File: config.mk
export PLATFORM = sky130hd
export DESIGN_NAME = spi_target
export DESIGN_NICKNAME = d
export VERILOG_FILES = /design/src/rtl/spi_target_pkg.sv /design/src/rtl/spi_sync.sv /design/src/rtl/spi_target.sv
export SDC_FILE = /design/constraint.sdc
export NUM_CORES = 1
export LEC_CHECK = 0
export BUFFER_PORTS_ARGS = -buffer_cell sky130_fd_sc_hd__buf_4
export CORE_MARGIN = 2
export CORE_UTILIZATION = 45
export CTS_BUF_LIST = sky130_fd_sc_hd__clkbuf_16
export CTS_CLUSTER_DIAMETER = 80
export CTS_CLUSTER_SIZE = 28
export DETAILED_ROUTE_END_ITERATION = 12
export PLACE_DENSITY = 0.65
export SLEW_MARGIN = 20
export SYNTH_ARGS = -nofsm -noshare
export SYNTH_HDL_FRONTEND = slang
export SYNTH_SLANG_ARGS = --single-unit
File: constraint.sdc
create_clock -name clk -period 5.1 [get_ports clk]
set_input_delay 1.02 -clock clk [delete_from_list [all_inputs] [get_ports clk]]
set_output_delay 1.02 -clock clk [all_outputs]
set_load 0.1 [all_outputs]
File: src/rtl/spi_target_pkg.sv
`default_nettype none
//============================================================================
// Module   : spi_target_pkg
// Brief    : Shared widths, CRC7 polynomial, default idle byte, FSM states.
// Revision : 1.0
//============================================================================
package spi_target_pkg;

    localparam int                BYTE_W            = 8;
    localparam logic [6:0]        CRC7_POLY         = 7'h09;
    localparam logic [BYTE_W-1:0] DEFAULT_IDLE_BYTE = 8'hFF;

    typedef enum logic [0:0] {
        IDLE   = 1'b0,
        ACTIVE = 1'b1
    } state_t;

    // One MSB-first step of x^7 + x^3 + 1.
    function automatic logic [6:0] crc7_next(input logic [6:0] crc, input logic din);
        logic fb;
        fb = crc[6] ^ din;
        return {crc[5:0], 1'b0} ^ (fb ? CRC7_POLY : 7'h00);
    endfunction

endpackage
`default_nettype wire

File: src/rtl/spi_sync.sv
`default_nettype none
//============================================================================
// Module   : spi_sync
// Brief    : SYNC_STAGES-deep synchronizer with registered-history edge pulses.
// Revision : 1.0
//============================================================================
module spi_sync #(
    parameter int   SYNC_STAGES = 2,
    parameter logic RST_VAL     = 1'b0
) (
    input  logic clk,
    input  logic rst_n,
    input  logic i_din,
    output logic o_rise,
    output logic o_fall
);

    logic [SYNC_STAGES-1:0] r_chain;
    logic                   r_prev;
    logic                   w_sync;

    always_ff @(posedge clk or negedge rst_n) begin
        if (!rst_n) begin
            r_chain <= {SYNC_STAGES{RST_VAL}};
            r_prev  <= RST_VAL;
        end else begin
            r_chain <= {r_chain[SYNC_STAGES-2:0], i_din};
            r_prev  <= w_sync;
        end
    end

    assign w_sync = r_chain[SYNC_STAGES-1];
    assign o_rise = w_sync & ~r_prev;
    assign o_fall = ~w_sync & r_prev;

endmodule
`default_nettype wire

File: src/rtl/spi_target.sv
`default_nettype none
//============================================================================
// Module   : spi_target
// Brief    : SPI mode-0 target oversampled in clk; one-entry TX holding
//            register with idle-byte substitution. Define SPI_TARGET_CRC7_EN
//            to add a running CRC7 over MOSI on the crc7 port.
// Revision : 1.0
//============================================================================
module spi_target
    import spi_target_pkg::*;
#(
    parameter int                SYNC_STAGES = 2,
    parameter logic [BYTE_W-1:0] IDLE_BYTE   = DEFAULT_IDLE_BYTE
) (
    input  logic              clk,
    input  logic              rst_n,
    input  logic              spi_sck,
    input  logic              spi_csn,
    input  logic              spi_mosi,
    output logic              spi_miso,
    output logic [BYTE_W-1:0] rx_data,
    output logic              rx_valid,
    input  logic [BYTE_W-1:0] tx_data,
    input  logic              tx_valid,
    output logic              tx_ready,
    output logic              frame_active,
`ifdef SPI_TARGET_CRC7_EN
    output logic [6:0]        crc7,
`endif
    output logic              tx_underrun
);

    localparam int                c_CNT_W = $clog2(BYTE_W);
    localparam logic [c_CNT_W-1:0] c_LAST = c_CNT_W'(BYTE_W - 1);

    logic w_sck_rise, w_sck_fall, w_csn_rise, w_csn_fall;
    logic [SYNC_STAGES-1:0] r_mosi_sync;
    logic w_mosi;

    state_t r_state, w_state_nxt;
    logic   w_start, w_end, w_load, w_shift, w_sample;

    logic [BYTE_W-1:0]  r_tx_shift;
    logic [BYTE_W-1:0]  r_hold;
    logic               r_hold_full;
    logic               r_underrun;
    logic [BYTE_W-2:0]  r_rx_shift;
    logic [BYTE_W-1:0]  r_rx_data;
    logic               r_rx_valid;
    logic [c_CNT_W-1:0] r_bit_cnt;
    logic               r_seen_rise;
    logic [BYTE_W-1:0]  w_load_byte;

    spi_sync #(.SYNC_STAGES(SYNC_STAGES), .RST_VAL(1'b0)) u_sck_sync (
        .clk    (clk),
        .rst_n  (rst_n),
        .i_din  (spi_sck),
        .o_rise (w_sck_rise),
        .o_fall (w_sck_fall)
    );

    spi_sync #(.SYNC_STAGES(SYNC_STAGES), .RST_VAL(1'b1)) u_csn_sync (
        .clk    (clk),
        .rst_n  (rst_n),
        .i_din  (spi_csn),
        .o_rise (w_csn_rise),
        .o_fall (w_csn_fall)
    );

    // Same depth as the SCK path so MOSI is aligned with the detected rising edge.
    always_ff @(posedge clk or negedge rst_n) begin
        if (!rst_n) r_mosi_sync <= '0;
        else        r_mosi_sync <= {r_mosi_sync[SYNC_STAGES-2:0], spi_mosi};
    end
    assign w_mosi = r_mosi_sync[SYNC_STAGES-1];

    always_ff @(posedge clk or negedge rst_n) begin
        if (!rst_n) r_state <= IDLE;
        else        r_state <= w_state_nxt;
    end

    always_comb begin
        w_state_nxt = r_state;
        w_start     = 1'b0;
        w_end       = 1'b0;
        w_load      = 1'b0;
        w_shift     = 1'b0;
        w_sample    = 1'b0;
        case (r_state)
            IDLE: begin
                if (w_csn_fall) begin
                    w_state_nxt = ACTIVE;
                    w_start     = 1'b1;
                    w_load      = 1'b1;
                end
            end
            ACTIVE: begin
                if (w_csn_rise) begin
                    w_state_nxt = IDLE;
                    w_end       = 1'b1;
                end else begin
                    w_sample = w_sck_rise;
                    // Byte boundary falls reload; all other falls advance the shifter.
                    if (w_sck_fall) begin
                        if (r_bit_cnt == '0 && r_seen_rise) w_load  = 1'b1;
                        else                               w_shift = 1'b1;
                    end
                end
            end
            default: w_state_nxt = IDLE;
        endcase
    end

    assign w_load_byte = r_hold_full ? r_hold : IDLE_BYTE;

    always_ff @(posedge clk or negedge rst_n) begin
        if (!rst_n) begin
            r_tx_shift  <= '1;
            r_hold      <= '0;
            r_hold_full <= 1'b0;
            r_underrun  <= 1'b0;
            r_rx_shift  <= '0;
            r_rx_data   <= '0;
            r_rx_valid  <= 1'b0;
            r_bit_cnt   <= '0;
            r_seen_rise <= 1'b0;
        end else begin
            r_rx_valid <= 1'b0;
            r_underrun <= 1'b0;
            // Accept only while empty; a load in the same cycle still sees it empty.
            if (tx_valid && !r_hold_full) begin
                r_hold      <= tx_data;
                r_hold_full <= 1'b1;
            end
            if (w_load) begin
                r_tx_shift <= w_load_byte;
                if (r_hold_full) r_hold_full <= 1'b0;
                else             r_underrun  <= 1'b1;
            end else if (w_shift) begin
                r_tx_shift <= {r_tx_shift[BYTE_W-2:0], 1'b1};
            end else if (w_end) begin
                r_tx_shift <= '1;
            end
            if (w_sample) begin
                r_rx_shift  <= {r_rx_shift[BYTE_W-3:0], w_mosi};
                r_bit_cnt   <= r_bit_cnt + c_CNT_W'(1);
                r_seen_rise <= 1'b1;
                if (r_bit_cnt == c_LAST) begin
                    r_rx_data  <= {r_rx_shift, w_mosi};
                    r_rx_valid <= 1'b1;
                end
            end
            if (w_start || w_end) begin
                r_bit_cnt   <= '0;
                r_seen_rise <= 1'b0;
                r_rx_shift  <= '0;
            end
        end
    end

`ifdef SPI_TARGET_CRC7_EN
    logic [6:0] r_crc;

    always_ff @(posedge clk or negedge rst_n) begin
        if (!rst_n)        r_crc <= '0;
        else if (w_start)  r_crc <= '0;
        else if (w_sample) r_crc <= crc7_next(r_crc, w_mosi);
    end
    assign crc7 = r_crc;
`endif

    assign spi_miso     = r_tx_shift[BYTE_W-1];
    assign rx_data      = r_rx_data;
    assign rx_valid     = r_rx_valid;
    assign tx_ready     = ~r_hold_full;
    assign frame_active = (r_state == ACTIVE);
    assign tx_underrun  = r_underrun;

endmodule
`default_nettype wire

# Yosys cells after proc, flatten, opt, wreduce, memory -nomap -nowiden
# Index checks and enable logic that the tools add are counted.
dict set report totals {
  regBits 47
  wordCells 68
  out_inout_bits 13
}
dict set report op_classes {
  muxes 33
  addsub 1
  reduce_logical 8
  n_eq_ne 1
  bitwise 10
}
# op count
set ops {}
lappend ops {{$mux W8} 4}
lappend ops {{$mux W1} 23}
lappend ops {{$mux W7} 2}
lappend ops {{$mux W3} 2}
lappend ops {{$not A1 Y1} 6}
lappend ops {{$and A1 B1 Y1} 4}
lappend ops {{$pmux W1 S2} 2}
lappend ops {{$add A3 B1 Y3 const B} 1}
lappend ops {{$eq A3 B3 Y1 const B} 1}
lappend ops {{$logic_not A3 Y1} 1}
lappend ops {{$reduce_bool A3 Y1} 1}
lappend ops {{$logic_and A1 B1 Y1} 2}
lappend ops {{$reduce_and A2 Y1} 1}
lappend ops {{$reduce_bool A2 Y1} 1}
lappend ops {{$logic_not A1 Y1} 1}
lappend ops {{$logic_or A1 B1 Y1} 1}

# Logic depth before layout (Yosys ltp)
dict set report depth {
  depth_word 8
  ltp_mapped 6
}

# Hierarchy
# A second synthesis with hierarchy kept.
dict set report hier_totals {
  hier_cells 122
  area_unflattened_um2 1900.6
}
# mod instances seq_area_each_um2 area_per_inst_um2 cells_each
set modules_own_cells {}
lappend modules_own_cells {spi_target 1 1036.0 1716.6 112}
lappend modules_own_cells {{spi_sync at u_csn_sync} 1 78.8 93.8 5}
lappend modules_own_cells {{spi_sync at u_sck_sync} 1 75.1 90.1 5}

# Least setup slack after synthesis
# OpenSTA, ideal clock, no wires.
dict set report synth_path {
  path_type {reg2out}
  startpoint {reg r_hold_full}
  endpoint {out tx_ready}
  path_slack_ns 2.999
  stages_incl_launch_ff 2
  arrival_time_ns 1.081
  path_cell_list {dfrtp_1 -> clkinv_1}
}
dict set report synth_between {
  elab_chain_cells 1
}
# element line_no
set synth_rtl {}
lappend synth_rtl {{start, declared} spi_target.sv:45} ;# logic r_hold_full;
lappend synth_rtl {{start signal, assigned} spi_target.sv:120} ;# r_hold_full <= 1'b0;
lappend synth_rtl {{start signal, assigned} spi_target.sv:133} ;# r_hold_full <= 1'b1;
lappend synth_rtl {{start signal, assigned} spi_target.sv:137} ;# if (r_hold_full) r_hold_full <= 1'b0;
lappend synth_rtl {{$not A1 Y1} spi_target.sv:175} ;# assign tx_ready = ~r_hold_full;
lappend synth_rtl {{end, declared} spi_target.sv:25} ;# output logic tx_ready,
# Every way passes these cells.

# Worst setup path in the final report
# Ends and elaborated chain as after synthesis.

==> flow_metrics.py <==
metrics = {
    "synthesis": {
        "synth_warnings": 0,
        "unique_cell_type_count_in_the_yosys_netlist": 30,
        "sequential_share_of_the_synthesized_area_pct": 62.2,
        "async_reset_ff_share_pct": 100,
        "netlist_top_cells_area": "sky130_fd_sc_hd__dfrtp_1 (47%), sky130_fd_sc_hd__dfstp_2 (15%), sky130_fd_sc_hd__mux2_2 (10%)",
        "synth.cell_area_mm2": 0.00191,
        "ys_seq_elements": 47,
        "synth_area_leader_cell": "sky130_fd_sc_hd__dfrtp_1",
        "synthesis.instances": 119,
        "synth.net_count": 136,
        "synth.top_cell.area_share_pct": 47.1,
        "synth_top_flop_cell": "sky130_fd_sc_hd__dfrtp_1",
        "synthesis.area_per_instance_um2": 16.1,
        "synth-edff-count": 0,
    },
    "routing": {
        "initialDrtViolationCount": 53,
        "drt-total-wl_mm": 3.00,
        "detailroute.via_count": 1054,
        "vias_per_cell": 5.30,
        "post_drt_wl_per_cell_um": 15.1,
        "first_pass_iters": 4,
        "drc_errors": 0,
        "route.antenna.remaining_nets": 0,
    },
    "sta": {
        "report.final.setup_viol": 0,
        "unrepaired_setup_endpoints_after_global_routing": "no",
        "min_period_over_period_pct": 44.2,
        "layout_min_cycle_time_ps": 2260,
        "post_route_clock_skew_ps": 4.79,
        "fin_worst_hold_slack_ps": 353,
        "relative_max_transition_margin_pct": 52.7,
        "maxSlewViolCount": 0,
        "fmax_ghz": 0.443,
        "finalSetupTns_ps": 0,
        "finalHoldViolCount": 0,
        "setup_ws_ps": 2840,
        "worstMarginPinSlew_ps": 707,
    },
    "placed_design": {
        "gp_routability_congestion": 0.747,
        "port_buffers": 26,
        "pre_cts_slack_ps": 2890,
        "place.detailed.hpwl_mm": 2.09,
    },
    "status": {
        "outcome": "complete, no violations",
    },
    "floorplanning": {
        "placement_rows": 23,
        "chipWidth_um": 69.2,
        "initial_core_util_pct": 47.1,
        "fp.coreArea_mm2": 0.00406,
        "fp.dieH_um": 69.2,
        "design.die.area_mm2": 0.00479,
        "pin_count": 27,
    },
    "layout": {
        "insertedDiodeCount": 0,
        "area.growth.synth_to_final_pct": 19.0,
        "final_common_cell": "sky130_fd_sc_hd__dfrtp_1",
        "layout.filler_cells": 322,
        "layout.nets": 165,
        "layout-drive-gt1-share_pct": 51.0,
        "most-common-layout-cells": "sky130_fd_sc_hd__dfrtp_1 (36), sky130_fd_sc_hd__buf_4 (26), sky130_fd_sc_hd__mux2_2 (17)",
    },
    "cts": {
        "clock_sink_count": 47,
        "postCtsSetupRepairBufs": 0,
        "cts_resized": 0,
        "h-tree-depth": 2,
        "hold_buffers": 0,
        "cts-root-buf": "sky130_fd_sc_hd__clkbuf_16",
        "clk_transition_reported_paths_ps": 60,
        "cts-root-to-sink-buffers": 2,
        "cts_tree": "built",
        "clk_latency_ps": 280,
        "numCtsBuffers": 5,
    },
    "power": {
        "powerDensity_mw_per_mm2": 426,
        "leakagePower_nw": 1.07,
        "ir_drop_v": 0.000262,
    },
    "setup_path": {
        "required_ps": 4080,
        "critical_path.endpoint_type": "primary output",
        "critical_path.max_fanout": 9,
        "critical_path.cell_chain": "clkinv_1, buf_4",
        "path_buf_inv": 2,
        "cp.arrival_ps": 1240,
        "crit_path_start_kind": "register",
        "cp_top_family": "buffers and inverters",
        "crit_path_max_incr_delay_ps": 390,
        "critical_path.slowest_cell": "sky130_fd_sc_hd__dfrtp_1",
        "critPathKind": "register to primary output",
    },
    "global_route": {
        "gr-usage-all-layers_pct": 14.6,
        "globalRouteOverflowTotal": 0,
        "grt_antenna_before_repair": 0,
        "grt_max_degree": 48,
        "grt_first_pass_wirelength_mm": 5.44,
        "first_global_vias": 1135,
    },
    "job": {
        "timing.max_cap.violations": 0,
    },
    "hold_path": {
        "holdCritPathClass": "register to register",
    },
}
-- per-layer routing --
metal	vias up	track usage (%)	wire length, um
met1	534	18.4	1350
li1	496	-	-
met2	18	22.8	1470
met5	-	0	0
met3	6	4.94	117
met4	0	6.54	59
-- stage by stage --
stage / instances / total power, W / area [um^2] / utilization, %
floorplan: 119 / 0.000631 / 1910 / -
finish: 199 / 0.000970 / 2270 / 56.1
global placement: 191 / 0.000671 / 2140 / 52.7
global route: 199 / 0.00102 / 2270 / 56.1
detailed placement: 191 / 0.000684 / 2140 / 52.7
CTS: 199 / 0.000987 / 2270 / 56.1
-- flip-flops by register name, indices dropped and copies added (netlist names) --
register,count
u_csn_sync.r_prev,1
frame_active,1
r_mosi_sync,2
u_csn_sync.r_chain,2
u_sck_sync.r_chain,2
r_hold_full,1
tx_underrun,1
r_bit_cnt,3
r_rx_shift,7
r_seen_rise,1
r_hold,8
rx_data,8
rx_valid,1
r_tx_shift,8
u_sck_sync.r_prev,1
-- cell type report --
type                            count  area, um^2  share of cell area, %
Sequential cell                    47        1190                   52.3
Multi-Input combinational cell     64         676                   29.7
Timing Repair Buffer               26         195                   8.58
Clock buffer                        5         125                   5.50
Tap cell                           50        62.6                   2.75
Inverter                            4        15.0                  0.660
Clock inverter                      3        11.3                  0.495
-- Yosys cell counts (2+ instances only) --
cell / instances
sky130_fd_sc_hd__dfrtp_1: 36
sky130_fd_sc_hd__mux2_2: 17
sky130_fd_sc_hd__dfstp_2: 11
sky130_fd_sc_hd__a22o_1: 9
sky130_fd_sc_hd__mux2_4: 7
sky130_fd_sc_hd__o32a_1: 7
sky130_fd_sc_hd__ha_1: 3
sky130_fd_sc_hd__inv_1: 3
sky130_fd_sc_hd__nor2b_1: 3
sky130_fd_sc_hd__buf_6: 2
sky130_fd_sc_hd__nor2_1: 2
-- logic make-up (layout without fill, tap and decap cells) --
family | Yosys count | after routing | synth area share (%)
flip-flops | 47 | 47 | 62.2
multiplexers | 24 | 24 | 15.5
AO/OA/AOI/OAI | 22 | 22 | 11.2
buffers and inverters | 8 | 38 | 2.42
adder cells (fa/ha/maj) | 3 | 3 | 1.96
AND/OR/NAND/NOR | 15 | 15 | 6.68
-- worst register-to-register path: cells and delay by family (launching register included) --
family | cells | cell delay [ps]
AOI/OAI and AO/OA | 1 | 260
DFF | 1 | 580
muxes | 1 | 280
and+or+nand+nor | 2 | 720
-- worst paths after layout --
| kind | start | end | slack, ps | cells after the start |
|---|---|---|---|---|
| worst min register to register | u_sck_sync.r_chain[0]$_DFF_PN0_ | u_sck_sync.r_chain[1]$_DFF_PN0_ | 350 | 0 |
| worst min-delay path | u_sck_sync.r_chain[0]$_DFF_PN0_ | u_sck_sync.r_chain[1]$_DFF_PN0_ | 350 | 0 |
| max in group asynchronous | rst_n | rx_data[0]$_DFFE_PN0P_ | 3980 | 1 |
| min in group asynchronous | rst_n | rx_data[7]$_DFFE_PN0P_ | 730 | 1 |
| worst max register to register | frame_active$_DFF_PN0_ | r_bit_cnt[0]$_DFFE_PN0P_ | 3210 | 4 |
| worst max-delay path | r_hold_full$_DFF_PN0_ | tx_ready | 2840 | 2 |
-- power by group --
group          total (W)  leakage, nW  switching [W]  internal (W)
logic           0.000192        0.417       0.000108     0.0000836
clock network   0.000296       0.0701       0.000120      0.000176
registers       0.000482        0.580      0.0000412      0.000440
total           0.000970         1.07       0.000269      0.000700
Power figures use the tool's default switching activity.
